[config.mk]
export PLATFORM = sky130hd
export DESIGN_NAME = instr_fetch
export DESIGN_NICKNAME = d
export VERILOG_FILES = /design/src/rtl/instr_fetch.sv
export SDC_FILE = /design/constraint.sdc
export NUM_CORES = 1
export LEC_CHECK = 0
export ABC_AREA = 1
export CAP_MARGIN = 20
export CORE_MARGIN = 8
export CORE_UTILIZATION = 56
export DETAILED_ROUTE_END_ITERATION = 12
export DONT_BUFFER_PORTS = 1
export PLACE_DENSITY_LB_ADDON = 0.1
export SETUP_SLACK_MARGIN = 0.2
export SYNTH_ARGS = -nofsm -noshare
export SYNTH_HDL_FRONTEND = slang
export SYNTH_SLANG_ARGS = --single-unit
[constraint.sdc]
create_clock -name clk -period 1.2 [get_ports clk]
set_input_delay 0.3 -clock clk [delete_from_list [all_inputs] [get_ports clk]]
set_output_delay 0.3 -clock clk [all_outputs]
set_load 0.005 [all_outputs]
[src/rtl/instr_fetch.sv]
// Instruction fetch front-end: reads opcode and optional operand bytes from a
// registered-read program store and hands them to the control unit.
module instr_fetch #(
   parameter int                    DATA_WIDTH = 8,
   parameter int                    ADDR_WIDTH = 8,
   parameter logic [ADDR_WIDTH-1:0] START_ADDR = '0
) (
   input  logic                  clk,
   input  logic                  rst_n,
   input  logic                  start,
   output logic [ADDR_WIDTH-1:0] mem_r_addr,
   input  logic [DATA_WIDTH-1:0] mem_r_instr,
   output logic                  instr_valid,
   input  logic                  instr_ready,
   output logic [DATA_WIDTH-1:0] opcode,
   output logic [DATA_WIDTH-1:0] operand,
   output logic                  has_operand,
   output logic                  illegal,
   input  logic                  instr_done,
   input  logic                  jump_en,
   input  logic [ADDR_WIDTH-1:0] jump_addr,
   output logic [ADDR_WIDTH-1:0] pc,
   output logic                  halted,
   output logic                  busy
);

   localparam logic [DATA_WIDTH-1:0] OP_LDACI   = DATA_WIDTH'(0);
   localparam logic [DATA_WIDTH-1:0] OP_STACI   = DATA_WIDTH'(13);
   localparam logic [DATA_WIDTH-1:0] OP_JPNZ    = DATA_WIDTH'(27);
   localparam logic [DATA_WIDTH-1:0] OP_ENDOP   = DATA_WIDTH'(28);
   localparam logic [DATA_WIDTH-1:0] OP_MAX_LEG = DATA_WIDTH'(34);

   typedef enum logic [2:0] {
      S_IDLE, S_F_OP, S_W_OP, S_F_IMM, S_W_IMM, S_ISSUE, S_EXEC, S_HALT
   } state_t;

   state_t                  state_q, state_d;
   logic [ADDR_WIDTH-1:0]   fetch_addr_q, fetch_addr_d;
   logic [DATA_WIDTH-1:0]   opcode_q, opcode_d;
   logic [DATA_WIDTH-1:0]   operand_q, operand_d;
   logic                    has_operand_q, has_operand_d;
   logic                    illegal_q, illegal_d;
   logic                    instr_valid_q, instr_valid_d;
   logic                    halted_q, halted_d;
   logic                    busy_q, busy_d;
   logic                    dec_has_operand;

   // The fetch address register doubles as the program counter: it always
   // points at the next byte to read, so pc and mem_r_addr are the same value.
   assign mem_r_addr  = fetch_addr_q;
   assign pc          = fetch_addr_q;
   assign instr_valid = instr_valid_q;
   assign opcode      = opcode_q;
   assign operand     = operand_q;
   assign has_operand = has_operand_q;
   assign illegal     = illegal_q;
   assign halted      = halted_q;
   assign busy        = busy_q;

   assign dec_has_operand = (mem_r_instr == OP_LDACI) || (mem_r_instr == OP_STACI) ||
                            (mem_r_instr == OP_JPNZ);

   always_comb begin
      state_d       = state_q;
      fetch_addr_d  = fetch_addr_q;
      opcode_d      = opcode_q;
      operand_d     = operand_q;
      has_operand_d = has_operand_q;
      illegal_d     = illegal_q;
      instr_valid_d = instr_valid_q;
      halted_d      = halted_q;
      case (state_q)
         S_IDLE: begin
            if (start) begin
               state_d      = S_F_OP;
               fetch_addr_d = START_ADDR;
            end
         end
         S_F_OP: begin
            state_d      = S_W_OP;
            fetch_addr_d = fetch_addr_q + ADDR_WIDTH'(1);
         end
         S_W_OP: begin
            opcode_d      = mem_r_instr;
            has_operand_d = dec_has_operand;
            illegal_d     = mem_r_instr > OP_MAX_LEG;
            if (dec_has_operand) begin
               state_d = S_F_IMM;
            end else begin
               state_d       = S_ISSUE;
               operand_d     = '0;
               instr_valid_d = 1'b1;
            end
         end
         S_F_IMM: begin
            state_d      = S_W_IMM;
            fetch_addr_d = fetch_addr_q + ADDR_WIDTH'(1);
         end
         S_W_IMM: begin
            state_d       = S_ISSUE;
            operand_d     = mem_r_instr;
            instr_valid_d = 1'b1;
         end
         S_ISSUE: begin
            if (instr_ready) begin
               state_d       = S_EXEC;
               instr_valid_d = 1'b0;
            end
         end
         S_EXEC: begin
            if (instr_done) begin
               if (jump_en) fetch_addr_d = jump_addr;
               if (opcode_q == OP_ENDOP) begin
                  state_d  = S_HALT;
                  halted_d = 1'b1;
               end else begin
                  state_d = S_F_OP;
               end
            end
         end
         S_HALT: begin
            if (start) begin
               state_d      = S_F_OP;
               halted_d     = 1'b0;
               fetch_addr_d = START_ADDR;
            end
         end
         default: state_d = S_IDLE;
      endcase
      busy_d = (state_d != S_IDLE) && (state_d != S_HALT);
   end

   always_ff @(posedge clk or negedge rst_n) begin
      if (!rst_n) begin
         state_q       <= S_IDLE;
         fetch_addr_q  <= START_ADDR;
         opcode_q      <= '0;
         operand_q     <= '0;
         has_operand_q <= 1'b0;
         illegal_q     <= 1'b0;
         instr_valid_q <= 1'b0;
         halted_q      <= 1'b0;
         busy_q        <= 1'b0;
      end else begin
         state_q       <= state_d;
         fetch_addr_q  <= fetch_addr_d;
         opcode_q      <= opcode_d;
         operand_q     <= operand_d;
         has_operand_q <= has_operand_d;
         illegal_q     <= illegal_d;
         instr_valid_q <= instr_valid_d;
         halted_q      <= halted_d;
         busy_q        <= busy_d;
      end
   end

endmodule

==> flow_metrics.tcl, run 1 <==
set metrics [dict create \
    total_switching_power_mw 2.912 \
    violated_checks "hold timing, setup timing" \
    clkTransAtPathRegs_ps 110 \
    power_density_nw_per_um2 2662 \
    post_route_cells_drive_above_1_share_pct 38.18 \
    yosysWarningCount 0 \
    viasPerCell 5.235 \
    timing.fmax_mhz 693.8 \
    floorplan.die.width_um 72.82 \
    max-clock-path-buffers 2 \
    start_util_pct 59.22 \
    max_slew.worst_pin.slew_ps 272.1 \
    finalCritPeriodShare_pct 120.1 \
    fin_worst_skew_ps 18.73 \
    critical_path_required_ps 1440 \
    synth_top_family_by_area "simple AND/OR/NAND/NOR gates" \
    timing.rr.start "state_q[2]" \
    cts_tree "yes" \
    core_area_um2 3053 \
    final_cell_mix "sky130_fd_sc_hd__nand2_1 (65), sky130_fd_sc_hd__buf_4 (35), sky130_fd_sc_hd__dfrtp_1 (28)" \
    total_drc_errors_in_the_routed_layout 0 \
    report.final.hold_viol_count 32 \
    internal-power_mw 3.827 \
    buffer_ports.inserted 0 \
    finalWirelength_um 5476 \
    netlist.area_leader.share_pct 44.29 \
    layout_commonest_cell "sky130_fd_sc_hd__nand2_1" \
    first_global_vias 1804 \
    globalplace.congestion 0.9763 \
    ys_seq_elements 32 \
    grt_usage_pct 19.27 \
    netlist_area_um2 1808 \
    run_status "complete, but fails checks" \
    sw_frac_of_total_pct 43.22 \
    fraction_of_the_yosys_area_taken_by_sequential_cells_pct 44.29 \
    average_wire_length_per_cell_after_detail_routing_um 16.11 \
    htree_levels 2 \
    grt_pass1_wl_um 8045 \
    num_io_pins 59 \
    path_buf_inv 2 \
    chipHeight_um 72.82 \
    antennaDiodeCount 0 \
    detail_route.iter0.violations 97 \
    dr.pass1.iters 4 \
    worst_hold_path_type "in -> async" \
    worst_path_most_repeated_cell "sky130_fd_sc_hd__nand2_1" \
    hold-worst-slack_ps -374.9 \
    setup_repair_after_global_routing_missed_its_margin "yes" \
    worstReg2RegEnd "busy" \
    placed_inst_area_um2 2186 \
    routed-via-count 1780 \
    postLayoutSetupSlackWorst_ps -241.3 \
    max-slew-margin-rel_pct 81.79 \
    synthAdderAreaFrac_pct 0.6920 \
    timing.final.crit_period_ps 1441 \
    dp_slack_ps -214.5 \
    post_synthesis_compound_gate_area_fraction_pct 13.49 \
    crit_path_max_incr_delay_ps 460 \
    clock_tree.root_cell "sky130_fd_sc_hd__clkbuf_4" \
    power.combinational.fraction_pct 59.0 \
    rrSetupSlack_ps -240 \
    netlist.top_cell.by_area "sky130_fd_sc_hd__dfrtp_1" \
    ir_drop_mv 1.375 \
    synth_simple_gate_area_share_pct 28.24 \
    synthCells 239 \
    drv_slew 0 \
    dp_hpwl_um 3752 \
    synth_xor_area_share_pct 1.453 \
    final_instance_area_um2 2531 \
    clkSinkCount 32 \
    synth_top_cells_by_area "sky130_fd_sc_hd__dfrtp_1 (44%), sky130_fd_sc_hd__nand2_1 (15%), sky130_fd_sc_hd__inv_1 (5.8%)" \
    die-area_um2 5303 \
    globalRoute.totalOverflow 0 \
    power_leakage_nw 1.295 \
    finish.net_count 318 \
    share_clk_of_total_power_pct 10.1 \
    criticalPathCategory "reg -> reg" \
    postSynthNetCount 262 \
    worst_ep_arrival_time_ps 1680 \
    finalSetupViolations 34 \
    area.growth.synth_to_final_pct 40.00 \
    cts_made_buffers 5 \
    initial_antenna_violation_count 0 \
    post_synth.cell_area_avg_um2 7.565 \
    timing.critical_path.to_type "register" \
    pwr-share-seq_pct 30.9 \
    crit_path_top_delay_cell "sky130_fd_sc_hd__dfrtp_2" \
    grt_max_degree 33 \
    timing.critical_path.from_type "register" \
    route.antenna.remaining_nets 0 \
    max_cap_viol_count 0 \
    muxShareOfSynthArea_pct 0 \
    reg2regPathDepth 10 \
    worst_skew_pair.late_latency_ps 350 \
    crit_family "simple AND/OR/NAND/NOR gates" \
    critical_path.cell_chain "buf_4, buf_6, nand2_4, nor2_4, nor2_1, nand2_1, nor2_2, nand4_1, nand2_1, nand2_1" \
    synth_cell_types 29 \
    num_rows 20 \
    cp_max_fo 4 \
]
[metrics by stage]
stage	hold slack [ps]	setup TNS, ps	utilization (%)	power [mW]	std cells
3_3_place_gp	5.176	-1580	71.60	5.037	321
3_5_place_dp	5.075	-2824	71.60	5.218	321
4_1_cts	-370.1	-3806	77.66	6.226	334
5_1_grt	-375.1	-6415	82.91	7.208	340
2_1_floorplan	4.409	-705.9	-	3.999	239
6_report	-374.9	-4321	82.91	6.739	340
[Yosys cell counts (all sizes together)]
master and n:
inv 33, nor2 20, o21bai 1, nand3 19
nand4 1, nor3 3, ha 1, clkbuf 1
dfrtp 32, a21oi 6, buf 11, nand3b 1
a21boi 1, o2111ai 1, nand2 73, a22oi 3
xor2 3, o21ai 29
[cell families (layout without fill, tap and decap cells)]
logic type | count (synthesis) | after routing
AND/OR/NAND/NOR | 117 | 117
buffers and inverters | 45 | 102
AO/OA/AOI/OAI | 41 | 41
flip-flops | 32 | 32
XOR/XNOR | 3 | 3
adder cells (fa/ha/maj) | 1 | 1
[final cells by class]
class | count | area, um^2
multi-input combinational | 162 | 915.9
sequential | 32 | 805.8
timing repair buffer | 61 | 564.3
fill | 197 | 521.8
inverter | 33 | 131.4
clock buffer | 8 | 58.81
tap | 44 | 55.05
[sequential cells by signal, summed over array words and instances, names as in the netlist]
name         cells
busy             1
halted           1
has_operand      1
illegal          1
instr_valid      1
mem_r_addr       8
opcode           8
operand          8
state_q          3
[worst max-delay path by stage]
stage,start,to,slack (ps),depth (start not counted)
after CTS,state_q[2],mem_r_addr[0],-210,9
after detailed placement,state_q[2],mem_r_addr[1],-210,9
after global routing,mem_r_addr[0],mem_r_addr[6],-370,8
after floorplan,state_q[2],mem_r_addr[2],-100,9
after global placement,state_q[0],mem_r_addr[7],-170,6
final,state_q[2],busy,-240,10
[metal layers]
metal / GRT usage (%) / vias up / part of all wire (%)
met2: 32.90 / 76 / 52
met1: 20.53 / 825 / 37
li1: - / 864 / -
met5: 0 / - / 0
met3: 7.555 / 15 / 8.9
met4: 8.222 / 0 / 2.4
[power by group through the flow]
| stage | Combinational (mW) | Clock (mW) | Sequential (mW) |
|---|---|---|---|
| global route | 4.37 | 0.702 | 2.14 |
| detailed placement | 3.21 | 0 | 2.01 |
| floorplan | 1.96 | 0 | 2.04 |
| CTS | 3.53 | 0.669 | 2.03 |
| finish | 3.98 | 0.680 | 2.08 |
| global placement | 3.05 | 0 | 1.99 |
[timing repair]
action | 4_1_cts | 5_1_grt
endpoints found under the hold margin | 32 | 32
pin swaps | 0 | 5
endpoints found under the setup margin | 69 | 69
resized for setup | 25 | 30
setup buffers | 5 | 6
Power figures use the tool's default switching activity.
==> run 2: changes to the inputs <==
CTS_BUF_LIST = sky130_fd_sc_hd__clkbuf_4 sky130_fd_sc_hd__clkbuf_8 sky130_fd_sc_hd__clkbuf_16   (was unset)
SETUP_SLACK_MARGIN = 0.1   (was 0.2)
SLEW_MARGIN = 40   (was unset)
==> flow_metrics.tcl, run 2 (synthesis gave the netlist of run 1 again) <==
set metrics [dict create \
    globalRoute.totalOverflow 0 \
    criticalPathCategory "reg -> reg" \
    ir_drop_mv 1.584 \
    clkSinkCount 32 \
    antennaDiodeCount 0 \
    num_rows 20 \
    timing.fmax_mhz 659.8 \
    chipHeight_um 72.82 \
    globalplace.congestion 0.8710 \
    cp_max_fo 5 \
    critical_path_required_ps 1460 \
    clock_tree.root_cell "sky130_fd_sc_hd__clkbuf_4" \
    max_slew.worst_pin.slew_ps 275.4 \
    dr.pass1.iters 4 \
    cts_tree "yes" \
    clkTransAtPathRegs_ps 90 \
    grt_usage_pct 20.79 \
    utilization_pct 87.75 \
    share_clk_of_total_power_pct 8.3 \
    die-area_um2 5303 \
    max-slew-margin-rel_pct 81.50 \
    finalCritPeriodShare_pct 126.3 \
    final_cell_mix "sky130_fd_sc_hd__nand2_1 (61), sky130_fd_sc_hd__buf_4 (35), sky130_fd_sc_hd__buf_6 (30)" \
    htree_levels 2 \
    first_global_vias 1894 \
    drv_slew 0 \
    placedCellCount 320 \
    fin_worst_skew_ps 10.31 \
    initial_antenna_violation_count 0 \
    worst_ep_arrival_time_ps 1770 \
    total_drc_errors_in_the_routed_layout 0 \
    reg2regPathDepth 8 \
    report.final.hold_viol_count 0 \
    post_route_cells_drive_above_1_share_pct 43.09 \
    violated_checks "setup timing" \
    detail_route.iter0.violations 149 \
    postLayoutSetupSlackWorst_ps -315.6 \
    sw_frac_of_total_pct 44.27 \
    worst_skew_pair.late_latency_ps 340 \
    grt_max_degree 33 \
    timing.rr.start "state_q[2]" \
    area.growth.synth_to_final_pct 48.17 \
    average_wire_length_per_cell_after_detail_routing_um 17.24 \
    floorplan.die.width_um 72.82 \
    start_util_pct 59.22 \
    layout_commonest_cell "sky130_fd_sc_hd__nand2_1" \
    worstReg2RegEnd "mem_r_addr[0]" \
    final_instance_area_um2 2679 \
    power.combinational.fraction_pct 63.3 \
    timing.final.crit_period_ps 1516 \
    worst_hold_path_type "in -> reg" \
    dp_hpwl_um 3452 \
    total_switching_power_mw 3.215 \
    finalWirelength_um 5999 \
    routed-via-count 1912 \
    core_area_um2 3053 \
    power_density_nw_per_um2 2712 \
    max-clock-path-buffers 2 \
    layoutNonFillerInstCount 348 \
    pwr-share-seq_pct 28.5 \
    placed_inst_area_um2 2168 \
    cts_made_buffers 5 \
    power_leakage_nw 1.363 \
    min_to "operand[6]" \
    max_cap_viol_count 0 \
    setup_repair_after_global_routing_missed_its_margin "yes" \
    timing.critical_path.to_type "register" \
    viasPerCell 5.494 \
    rrSetupSlack_ps -320 \
    run_status "complete, but fails checks" \
    route.antenna.remaining_nets 0 \
    finish.net_count 327 \
    internal-power_mw 4.048 \
    buffer_ports.inserted 0 \
    timing.critical_path.from_type "register" \
    hold_start "mem_r_instr[6]" \
    finalSetupViolations 45 \
    num_io_pins 59 \
    grt_pass1_wl_um 8604 \
    whs_path_depth 2 \
]
run 2: worst max-delay path by stage:
| stage | startpoint | endpoint | slack (ps) | depth (start not counted) |
|---|---|---|---|---|
| 3_3_place_gp | state_q[2] | mem_r_addr[3] | -220 | 9 |
| 4_1_cts | state_q[0] | mem_r_addr[4] | -190 | 7 |
| 3_5_place_dp | state_q[1] | mem_r_addr[7] | -250 | 6 |
| 2_1_floorplan | state_q[2] | mem_r_addr[2] | -100 | 9 |
| 6_report | state_q[2] | mem_r_addr[0] | -320 | 8 |
| 5_1_grt | state_q[2] | mem_r_addr[0] | -400 | 8 |
run 2: critical path, stage by stage (launching register included):
cell	delay, ps
sky130_fd_sc_hd__dfrtp_1	430
sky130_fd_sc_hd__inv_2	110
sky130_fd_sc_hd__nand3_4	100
sky130_fd_sc_hd__inv_4	50
sky130_fd_sc_hd__nor2_4	90
sky130_fd_sc_hd__nand3_2	80
sky130_fd_sc_hd__a21oi_4	190
sky130_fd_sc_hd__clkinvlp_4	190
sky130_fd_sc_hd__o21ai_1	190
run 2: power groups by stage:
stage / Combinational [mW] / Clock (mW) / Sequential (mW)
floorplan: 1.94 / 0 / 2.04
global placement: 3.05 / 0 / 1.98
detailed placement: 3.14 / 0 / 2.00
CTS: 3.92 / 0.609 / 2.05
global route: 4.97 / 0.655 / 2.12
finish: 4.59 / 0.601 / 2.07
run 2: area by class of cell:
type                            count  area [um^2]
Fill cell                         149        374.1
Sequential cell                    32        804.5
Timing Repair inverter              1        7.507
Tap cell                           44        55.05
Clock inverter                      1        5.005
Timing Repair Buffer               69        670.6
Multi-Input combinational cell    162        959.7
Inverter                           33        131.4
Clock buffer                        6        45.04
run 2: timing repair:
action | 4_1_cts | 5_1_grt
endpoints found under the hold margin | 32 | 0
pin swaps | 14 | 5
resized for setup | 59 | 36
gates cloned | 1 | 0
hold buffers | 2 | 0
setup endpoints to repair | 48 | 56
setup buffers | 13 | 10
run 2: through the flow:
stage | TNS [ps] | power, mW | hold WS [ps] | setup WS [ps]
after detailed placement | -2489 | 5.141 | 5.067 | -251.8
after CTS | -3232 | 6.579 | 113.3 | -188.3
after floorplan | -707.8 | 3.976 | 4.409 | -97.23
after global placement | -2005 | 5.030 | 5.202 | -216.4
final | -5391 | 7.264 | 133.8 | -315.6
after global routing | -8263 | 7.745 | 105.7 | -402.8
run 2: layer usage:
layer	GRT usage (%)	vias to the layer above	wire length [um]
li1	-	885	-
met1	20.03	926	2174
met2	36.48	84	3183
met3	9.203	17	500
met4	10.67	0	140
met5	0	-	0
==> run 3: changes to the inputs <==
==> constraint.sdc (replaced) <==
create_clock -name clk -period 1.2 [get_ports clk]
set_input_delay 0.3 -clock clk [delete_from_list [all_inputs] [get_ports clk]]
set_output_delay 0.3 -clock clk [all_outputs]
set_load 0.01 [all_outputs]
==> flow_metrics.tcl, run 3 (synthesis gave the netlist of run 1 again) <==
set metrics [dict create \
    cts_tree "yes" \
    violated_checks "setup timing" \
    cp_max_fo 4 \
    placed_inst_area_um2 2145 \
    setup_repair_after_global_routing_missed_its_margin "yes" \
    timing.critical_path.to_type "register" \
    reg2regPathDepth 9 \
    htree_levels 2 \
    hold_start "mem_r_instr[6]" \
    power_leakage_nw 1.287 \
    pwr-share-seq_pct 31.0 \
    total_drc_errors_in_the_routed_layout 0 \
    total_switching_power_mw 3.187 \
    fin_worst_skew_ps 5.063 \
    dp_hpwl_um 3641 \
    globalplace.congestion 0.8968 \
    finalCritPeriodShare_pct 127.9 \
    cts_made_buffers 5 \
    chipHeight_um 72.82 \
    worst_skew_pair.late_latency_ps 330 \
    antennaDiodeCount 0 \
    ir_drop_mv 1.758 \
    critical_path.cell_chain "buf_4, nand2_1, nor2_1, nor2_1, nand2_1, nor2_4, nand4_1, nand2_1, nand2_1" \
    worst_path_most_repeated_cell "sky130_fd_sc_hd__nand2_1" \
    grt_max_degree 33 \
    num_io_pins 59 \
    final_instance_area_um2 2540 \
    crit_path_max_incr_delay_ps 470 \
    buffer_ports.inserted 0 \
    area.growth.synth_to_final_pct 40.48 \
    finalWirelength_um 5339 \
    die-area_um2 5303 \
    first_global_vias 1769 \
    final_cell_mix "sky130_fd_sc_hd__nand2_1 (63), sky130_fd_sc_hd__buf_4 (31), sky130_fd_sc_hd__inv_1 (27)" \
    grt_pass1_wl_um 8121 \
    dr.pass1.iters 5 \
    max-slew-margin-rel_pct 82.80 \
    core_area_um2 3053 \
    power.combinational.fraction_pct 59.7 \
    timing.critical_path.from_type "register" \
    whs_path_depth 2 \
    timing.fmax_mhz 651.4 \
    max_slew.worst_pin.slew_ps 257.1 \
    criticalPathCategory "reg -> reg" \
    report.final.hold_viol_count 0 \
    hold-worst-slack_ps 113.6 \
    max_cap_viol_count 0 \
    utilization_pct 83.20 \
    num_rows 20 \
    average_wire_length_per_cell_after_detail_routing_um 15.89 \
    post_route_cells_drive_above_1_share_pct 38.36 \
    min_to "opcode[6]" \
    postLayoutSetupSlackWorst_ps -335.1 \
    share_clk_of_total_power_pct 9.2 \
    route.antenna.remaining_nets 0 \
    floorplan.die.width_um 72.82 \
    viasPerCell 5.318 \
    finish.net_count 314 \
    internal-power_mw 3.854 \
    grt_usage_pct 19.30 \
    timing.rr.start "state_q[2]" \
    detail_route.iter0.violations 61 \
    finalSetupViolations 38 \
    run_status "complete, but fails checks" \
    drv_slew 0 \
    timing.final.crit_period_ps 1535 \
    routed-via-count 1787 \
    crit_path_top_delay_cell "sky130_fd_sc_hd__dfrtp_2" \
    sw_frac_of_total_pct 45.26 \
    start_util_pct 59.22 \
    worst_ep_arrival_time_ps 1770 \
    clkTransAtPathRegs_ps 100 \
    clock_tree.root_cell "sky130_fd_sc_hd__clkbuf_4" \
    critical_path_required_ps 1430 \
    globalRoute.totalOverflow 0 \
    layout_commonest_cell "sky130_fd_sc_hd__nand2_1" \
    worstReg2RegEnd "busy" \
    initial_antenna_violation_count 0 \
    clkSinkCount 32 \
    power_density_nw_per_um2 2772 \
    max-clock-path-buffers 2 \
    worst_hold_path_type "in -> reg" \
    rrSetupSlack_ps -340 \
]
[run 3: cell types whose count changed in the layout (fill, tap and decap cells not counted), moves of 4 or more]
| cell | before | now |
|---|---|---|
| sky130_fd_sc_hd__buf_6 | 30 | 21 |
| sky130_fd_sc_hd__nand3_1 | 4 | 12 |
| sky130_fd_sc_hd__nand3_2 | 13 | 6 |
| sky130_fd_sc_hd__o21ai_0 | 8 | 13 |
| sky130_fd_sc_hd__o21ai_1 | 16 | 11 |
| sky130_fd_sc_hd__buf_4 | 35 | 31 |
[run 3: worst max-delay path by stage]
stage,from,end,slack [ps],cells past startpoint
floorplan,state_q[2],mem_r_addr[2],-100,9
global placement,state_q[0],mem_r_addr[7],-160,6
detailed placement,state_q[0],mem_r_addr[7],-250,6
CTS,state_q[1],mem_r_addr[6],-200,7
global route,state_q[2],busy,-390,9
finish,state_q[2],busy,-340,9
[run 3: layer usage]
layer  global-route usage, %  part of all wire [%]
met5                       0                     0
met4                   8.000                   4.6
met3                   8.242                   8.3
met2                   32.70                    51
met1                   20.46                    36
[run 3: repair_timing]
action / 4_1_cts / 5_1_grt
pin swaps: 3 / 9
setup endpoints to repair: 56 / 65
gates resized for setup: 39 / 28
setup buffers: 6 / 4
hold buffers: 2 / 0
endpoints found under the hold margin: 32 / 0
[run 3: critical path, delay by kind of cell (launching register included)]
kind / cells / cell delay, ps
AND/OR/NAND/NOR: 8 / 800
buffers and inverters: 1 / 170
flip-flops: 1 / 470
[run 3: power groups by stage]
stage	Sequential, mW	Clock [mW]	Combinational, mW
finish	2.19	0.651	4.20
global route	2.25	0.715	4.57
CTS	2.15	0.665	3.86
detailed placement	2.11	0	3.23
global placement	2.08	0	3.10
floorplan	2.22	0	1.98
[run 3: stage by stage]
step	std cells	power [mW]	setup TNS, ps	worst slack [ps]
finish	336	7.041	-3728	-335.1
global route	336	7.531	-6604	-394.7
CTS	332	6.670	-3049	-196.4
detailed placement	316	5.340	-2427	-250.2
global placement	316	5.178	-1558	-160.0
floorplan	239	4.204	-676.6	-97.71
[run 3: cell type report]
type | count | area (um^2)
clock inverter | 2 | 10.01
sequential | 32 | 808.3
clock buffer | 6 | 51.30
tap | 44 | 55.05
inverter | 33 | 138.9
multi-input combinational | 162 | 922.1
timing repair buffer | 57 | 554.3
fill | 179 | 513.0
